==> src/rtl/reliability_pkg.sv <==
// Shared parameters, state encoding and helpers for the reliability datapath.
// Imported by the combiner, encoder and stochastic decoder.
package reliability_pkg;

    localparam int LANES_DEF         = 8;
    localparam int WINDOW_CYCLES_DEF = 32;

    typedef enum logic [1:0] {
        IDLE  = 2'd0,
        ACCUM = 2'd1,
        DONE  = 2'd2
    } dec_state_e;

    function automatic int clog2(input int v);
        int r;
        r = 0;
        for (int p = 1; p < v; p = p * 2) begin
            r = r + 1;
        end
        return r;
    endfunction

endpackage

==> src/rtl/popcount8.sv <==
// Combinational ones counter over a LANES-bit word.
// Pairwise adder tree, folding neighbours at doubling strides.
module popcount8
    import reliability_pkg::*;
#(
    parameter int LANES = LANES_DEF,
    parameter int CW    = clog2(LANES + 1)
) (
    input  logic [LANES-1:0] bits_i,
    output logic [CW-1:0]    count_o
);

    logic [CW-1:0] s [LANES];

    always_comb begin
        for (int i = 0; i < LANES; i++) begin
            s[i] = CW'(bits_i[i]);
        end
        for (int st = 1; st < LANES; st = st * 2) begin
            for (int i = 0; i + st < LANES; i = i + 2 * st) begin
                s[i] = s[i] + s[i + st];
            end
        end
        count_o = s[0];
    end

endmodule

==> src/rtl/stochastic_decoder.sv <==
// Windowed ones-counter turning a LANES-wide stochastic stream into a
// Q0.OUT_W probability, held in a one-deep valid/ready output register.
module stochastic_decoder
    import reliability_pkg::*;
#(
    parameter int LANES         = LANES_DEF,
    parameter int WINDOW_CYCLES = WINDOW_CYCLES_DEF,
    parameter int OUT_W         = 8
) (
    input  logic             clk,
    input  logic             rst,
    input  logic             start,
    input  logic             in_valid,
    input  logic [LANES-1:0] in_bits,
    output logic             busy,
    output logic             out_valid,
    input  logic             out_ready,
    output logic [OUT_W-1:0] out_prob
);

    localparam int TOTAL = LANES * WINDOW_CYCLES;
    localparam int AW    = clog2(TOTAL + 1);
    localparam int PW    = clog2(LANES + 1);
    localparam int BWR   = clog2(WINDOW_CYCLES);
    localparam int BW    = (BWR > 0) ? BWR : 1;
    localparam int SHIFT = clog2(TOTAL) - OUT_W;
    localparam int MAXV  = (2 ** OUT_W) - 1;

    localparam logic [BW-1:0] LAST = BW'(WINDOW_CYCLES - 1);

    dec_state_e        state_q, state_d;
    logic [AW-1:0]     acc_q, acc_d;
    logic [BW-1:0]     cnt_q, cnt_d;
    logic [OUT_W-1:0]  prob_q, prob_d;
    logic [PW-1:0]     pop;
    logic [AW-1:0]     sum;
    logic [AW-1:0]     shifted;
    logic [OUT_W-1:0]  sat;

    popcount8 #(
        .LANES (LANES),
        .CW    (PW)
    ) u_pop (
        .bits_i  (in_bits),
        .count_o (pop)
    );

    assign sum     = acc_q + AW'(pop);
    assign shifted = sum >> SHIFT;
    // A full all-ones window overflows OUT_W bits by one; clamp it.
    assign sat = (shifted > AW'(MAXV)) ? OUT_W'(MAXV)
                                       : shifted[OUT_W-1:0];

    always_comb begin
        state_d = state_q;
        acc_d   = acc_q;
        cnt_d   = cnt_q;
        prob_d  = prob_q;
        unique case (state_q)
            IDLE: begin
                if (start) begin
                    acc_d   = '0;
                    cnt_d   = '0;
                    state_d = ACCUM;
                end
            end
            ACCUM: begin
                if (start) begin
                    acc_d = '0;
                    cnt_d = '0;
                end else if (in_valid) begin
                    acc_d = sum;
                    cnt_d = cnt_q + 1'b1;
                    if (cnt_q == LAST) begin
                        cnt_d   = cnt_q;
                        prob_d  = sat;
                        state_d = DONE;
                    end
                end
            end
            DONE: begin
                if (out_ready) begin
                    state_d = IDLE;
                end
            end
            default: state_d = IDLE;
        endcase
    end

    always_ff @(posedge clk or posedge rst) begin
        if (rst) begin
            state_q <= IDLE;
            acc_q   <= '0;
            cnt_q   <= '0;
            prob_q  <= '0;
        end else begin
            state_q <= state_d;
            acc_q   <= acc_d;
            cnt_q   <= cnt_d;
            prob_q  <= prob_d;
        end
    end

    assign busy      = (state_q == ACCUM);
    assign out_valid = (state_q == DONE);
    assign out_prob  = prob_q;

endmodule

==> config.mk <==
export PLATFORM = sky130hd
export DESIGN_NAME = stochastic_decoder
export DESIGN_NICKNAME = d
export VERILOG_FILES = /design/src/rtl/reliability_pkg.sv /design/src/rtl/popcount8.sv /design/src/rtl/stochastic_decoder.sv
export SDC_FILE = /design/constraint.sdc
export NUM_CORES = 1
export LEC_CHECK = 0
export BUFFER_PORTS_ARGS = -buffer_cell sky130_fd_sc_hd__buf_2
export CORE_ASPECT_RATIO = 1.25
export CORE_MARGIN = 2
export CORE_UTILIZATION = 56
export DETAILED_ROUTE_END_ITERATION = 7
export HOLD_SLACK_MARGIN = 0.08
export PLACE_DENSITY = 0.87
export SLEW_MARGIN = 20
export SYNTH_ARGS = -nofsm -noshare
export SYNTH_HDL_FRONTEND = slang
export SYNTH_SLANG_ARGS = --single-unit
==> constraint.sdc <==
create_clock -name clk -period 3 [get_ports clk]
set_clock_uncertainty 0.2 [all_clocks]
set_input_delay 0.3 -clock clk [delete_from_list [all_inputs] [get_ports clk]]
set_output_delay 0.3 -clock clk [all_outputs]
set_load 0.05 [all_outputs]
After elaboration in Yosys (flattened, before gate mapping)
Cells that the tools add are included.

Bits in registers: 24. Latch bits: 0. Memory bits (writable): 0. ROM bits: 0. Output and inout bits: 10. Logic and storage cells: 47. Memories: 0.

Add/sub/neg operators: 9. $mul: 0. Div/mod/pow operators: 0. Magnitude comparators: 1. Equal/unequal tests: 10. Shift-type cells: 0. Muxes and demuxes: 16. Bitwise logic cells: 1. Reduce and logical (&&, ||, !) cells: 6.

Operator list (number): 9-bit two-way mux (3); 5-bit two-way mux (4); 9-bit case mux with 2 select lines (1); 4-bit adder (3); 2-bit two-way mux (5); 5-bit case mux with 2 select lines (1); 9-bit by 4-bit adder with 9-bit output (1); 9-bit by 8-bit greater-than comparator with 1-bit output, second input constant (1); 1-bit by 1-bit adder with 2-bit output (4); 8-bit two-way mux (1); 4-bit AND reduction (2); 2-bit != test, second input constant (3); 3-bit != test, second input constant (2); 2-bit case mux with 3 select lines (1); 5-bit by 1-bit adder with 5-bit output, second input constant (1); 5-bit == test, second input constant (1); 5-bit AND reduction (1); 2-bit by 1-bit != test with 1-bit output, second input constant (2); 3-bit AND reduction (1); 2-bit by 1-bit == test with 1-bit output, second input constant (1); 2-bit == test, second input constant (1); 2-bit zero test (1); 2-bit nonzero test (1); 1-bit NOT (1).

Depth between registers and ports, before layout
Word-level depth: 7. Gate-level depth with buffers: 12.

By module
Synthesis repeated with hierarchy kept, for this count alone.

Cell total of the unflattened synthesis: 149. Area total of the unflattened synthesis: 1536.5 µm².

By module, submodules not included: stochastic_decoder (instances 1, cells each 125, area an instance 1346.3 µm²); popcount8 (instances 1, cells each 24, area an instance 190.2 µm²).

Worst setup path after synthesis
No wires, ideal clock.

Path type: input-to-reg. From: in in_bits[0]. To: reg prob_q[0] (netlist: out_prob[0]). Data arrival time: 3.677 ns. Slack: -0.943 ns. Stages: 12. Buffers on the path: 0. Cell sequence: ha_1 > fa_1 > inv_1 > fa_1 > inv_1 > ha_1 > fa_1 > ha_1 > nand2b_1 > a2111oi_4 > mux2i_1 > o22a_1.

Longest elaborated chain between the ends: 6.

RTL lines: start: declaration (RTL line stochastic_decoder.sv:14) `input logic [LANES-1:0] in_bits,`; 1-bit by 1-bit adder with 2-bit output (*) (RTL line popcount8.sv:21) `s[i] = s[i] + s[i + st];`; 4-bit adder (*) (2 in series) (RTL line popcount8.sv:21); 9-bit by 4-bit adder with 9-bit output (*) (RTL line stochastic_decoder.sv:48) `assign sum = acc_q + AW'(pop);`; 9-bit by 8-bit greater-than comparator with 1-bit output (RTL line stochastic_decoder.sv:51) `assign sat = (shifted > AW'(MAXV)) ? OUT_W'(MAXV)`; 8-bit two-way mux (*) (RTL line stochastic_decoder.sv:51); end signal: assignment (RTL line stochastic_decoder.sv:100) `prob_q <= prob_d;`; end: declaration (RTL line stochastic_decoder.sv:34) `logic [OUT_W-1:0] prob_q, prob_d;`.

Every way passes the cells marked *; elsewhere a longest branch is shown, timed or not. A chain may end at the register's enable or synchronous reset.

Worst setup path in the final report
From: in in_bits[6]. To: reg prob_q[4] (netlist: out_prob[4]).

Same word-level chain as after synthesis.

==> summary.md <==
| Metric | Value |
|---|---|
| Slowest cell on the critical path | fa_1 |
| DPL Wire Length | 2735 µm |
| Mux share of post-synthesis cell area | 2.058% |
| Met3 track utilization from global routing | 3.846% |
| P_sw | 411.4 µW |
| Placer Congestion | 0.9332 |
| Post-Syn Area | 1520 µm² |
| Root buffer cell | clkbuf_4 |
| Global-route wire length before repair | 6458 µm |
| P&R area growth vs syn | 31.69% |
| Core Util, Final | 76.19% |
| CP delay by family, top | adder cells |
| Sink Count | 24 |
| Via count | 1319 |
| Initial core utilization | 57.86% |
| Register-to-Register Path Depth | 8 |
| Clock slew at reported path FFs | 0.13 ns |
| Die area | 3150 µm² |
| Yosys reg bits | 24 |
| Routing usage on met2 | 50.33% |
| Slew Viols, Final | 0 |
| Fill cells | 171 |
| Switching share of total power | 36.71% |
| Number of CTS-inserted buffers | 3 |
| Fin cells | 224 |
| Max cap viols | 0 |
| Cell row count | 21 |
| Critical Path Max Stage Delay | 0.53 ns |
| Worst vdd ir | 410.7 µV |
| Chip width | 50.60 µm |
| Layout cells sized above 1 | 35.26% |
| Hold crit path type | input port to flip-flop |
| Final setup vio count | 15 |
| Failing checks | negative setup slack |
| Post-synth cell types | 38 |
| Sequential fraction of the synthesis area | 39.51% |
| Via/cell ratio | 5.888 |
| Synth warn | 0 |
| Multi-input gate area | 988.4 µm² |
| Largest net degree at the start of global routing | 25 |
| Pint | 709.3 µW |
| Post-Synth Adder-Cell Area | 16.46% |
| Fraction of registers with async set/reset | 100.0% |
| Post-synth EDFFs | 0 |
| Post-Synth XOR/XNOR Area | 4.033% |
| Iter 0 DRT Violations | 43 |
| Highest Clock Rate | 0.2785 GHz |
| Syn_nets | 181 |
| Power Dens Cells | 559.8 nW/µm² |
| Gate Count Post-Synth | 151 |
| H-tree lvl count | 1 |
| Total Wirelength | 3856 µm |
| WL/cell | 17.21 µm |
| Diode count | 0 |
| Relative slew slack | 39.91% |
| Arrival time worst endpoint | 3.65 ns |
| Power share of the combinational group | 54.2% |
| Worst path most repeated cell | fa_1 |
| Worst hold margin | 0.08142 ns |
| Min Tclk post-route | 3.590 ns |
| WS Path Type | input port to flip-flop |
| Post-synth top area share | 39.51% |
| Synth top area cells | dfrtp_1 (40%), ha_1 (9.9%), fa_1 (6.6%) |
| Primary FF master, synth | dfrtp_1 |
| Period utilization | 119.7% |
| Cell Count Post-Placement | 214 |
| CP Depth | 14 |
| Most Crowded Layer GR | met2 |
| Startpoint Class | input port |
| Unrepaired setup endpoints after global routing | yes |
| Post-synthesis average cell area | 10.07 µm² |
| Data required, critical path | 3.06 ns |
| Initial antenna violation count | 0 |
| Critical path peak fanout | 5 |
| NumNets Final | 222 |
| IO Count | 23 |
| # port buffers | 22 |
| Nature of the critical path endpoint | flip-flop |
| Clock latency on the worst-skew pair | 0.32 ns |
| Core Footprint | 2628 µm² |
| DRC errors left | 0 |
| Clk network pwr share | 12.8% |
| Chip height | 62.25 µm |
| Share of power burned in registers | 33.1% |
| Vias in the first global route | 1428 |
| Endpoints failing hold | 0 |
| 1st-pass router iterations | 4 |
| Grt ovf | 0 |
| CP Cell Sequence | buf_6 -> ha_4 -> fa_1 -> inv_1 -> fa_1 -> inv_1 -> ha_2 -> fa_1 -> ha_4 -> nand2b_4 -> a2111oi_4 -> mux2i_2 -> buf_4 -> o22a_1 |
| Post-synthesis simple-gate area fraction | 14.73% |
| Largest family of logic cells by synthesized area | compound AO/OA/AOI/OAI gates |
| Clk buf depth | 2 |
| Leakage | 0.0009529 µW |
| CTS tree | yes |
| Seq. cell area | 600.6 µm² |
| Met1 GRT Util | 29.73% |
| Post-synthesis compound-gate area fraction | 17.45% |
| Antenna Violating Nets Remaining | 0 |
| Post-route setup slack | -0.5902 ns |
| Worst Max-Slew Pin Slew | 0.9003 ns |
| Status | complete, but fails checks |
| Hold path cells | 3 |
| Area leader, netlist | dfrtp_1 |
| GRT Overall Usage | 26.84% |
| CP Buf/Inv Count | 4 |
-- cells by family after synthesis --
logic type | Yosys count
and+or+nand+nor | 43
AOI/OAI and AO/OA | 35
DFF | 24
buffers and inverters | 22
adders and majority gates | 17
xor gates and xnor gates | 7
muxes | 3
-- routing by layer --
layer	part of all wire, %	wire [µm]
met1	36	1407
met2	58	2239
met3	3.5	134
met4	1.9	75
met5	0	0
-- cells in the mapped netlist (3+ instances only) --
master / number
a21oi_1: 5
nand2_1: 8
fa_1: 5
dfrtp_1: 24
o21ai_0: 6
nor2_1: 14
xnor2_1: 6
o22a_1: 5
ha_1: 12
buf_2: 4
a22o_1: 5
nor2b_1: 3
a31oi_1: 3
nand3_1: 3
inv_1: 18
-- final timing paths --
check                                     endpoint                    start  slack [ns]
hold reg to reg            out_prob[2]$_DFFE_PP0P_  out_prob[2]$_DFFE_PP0P_        0.33
hold / removal              state_q[0]$_DFFE_PP0P_                    start        0.08
min in group asynchronous     acc_q[7]$_DFFE_PP0P_                      rst        0.50
setup reg to reg           out_prob[4]$_DFFE_PP0P_     acc_q[0]$_DFFE_PP0P_        0.52
max in group asynchronous     acc_q[8]$_DFFE_PP0P_                      rst        1.54
setup / recovery           out_prob[4]$_DFFE_PP0P_               in_bits[6]       -0.59
-- power by group through the flow --
stage          clock, µW  combinational, µW  sequential (µW)
6_report             143                607              370
3_3_place_gp           0                405              372
2_1_floorplan          0                286              365
5_1_grt              155                655              372
3_5_place_dp           0                432              375
4_1_cts              142                567              369
-- per-stage QoR --
step / power (µW) / area [µm²] / setup slack [ns] / setup TNS (ns)
6_report: 1121 / 2002 / -0.5902 / -7.071
2_1_floorplan: 650.8 / 1580 / -0.7435 / -8.035
4_1_cts: 1079 / 1976 / -0.5295 / -6.683
3_3_place_gp: 777.1 / 1795 / -0.9231 / -11.97
5_1_grt: 1182 / 2002 / -0.6864 / -8.461
3_5_place_dp: 806.9 / 1795 / -1.004 / -12.97
-- cell type report --
cell class | instances | share of cell area, %
clock buffer | 3 | 1.125
inverter | 18 | 3.375
multi-input combinational | 105 | 49.38
sequential | 24 | 30.00
tap | 34 | 2.125
timing repair buffer | 40 | 14.00
-- what timing repair did --
action	in CTS	in global routing
gates resized for setup	18	8
pin swaps	22	8
endpoints found under the setup margin	15	15
endpoints found under the hold margin	25	0
buffers inserted	6	1
hold buffers	2	0
-- worst min-delay path: stages --
cell	delay (ns)
buf_2	0.13
a21oi_1	0.05
nor2_1	0.08
-- cells in the final DEF, fill, tap and decap left out, drive strengths merged, types with 4 or more instances in the layout --
master,instances
o21ai,6
nor2,14
ha,12
a21oi,5
buf,38
a22o,5
nand3,4
o22a,5
inv,18
nand2,8
xnor2,6
fa,5
dfrtp,24
-- sequential cells by signal, summed over array words and instances (netlist names) --
register / flops
out_prob: 8
state_q: 2
acc_q: 9
cnt_q: 5
No activity file was read; power rests on OpenSTA's default activity.
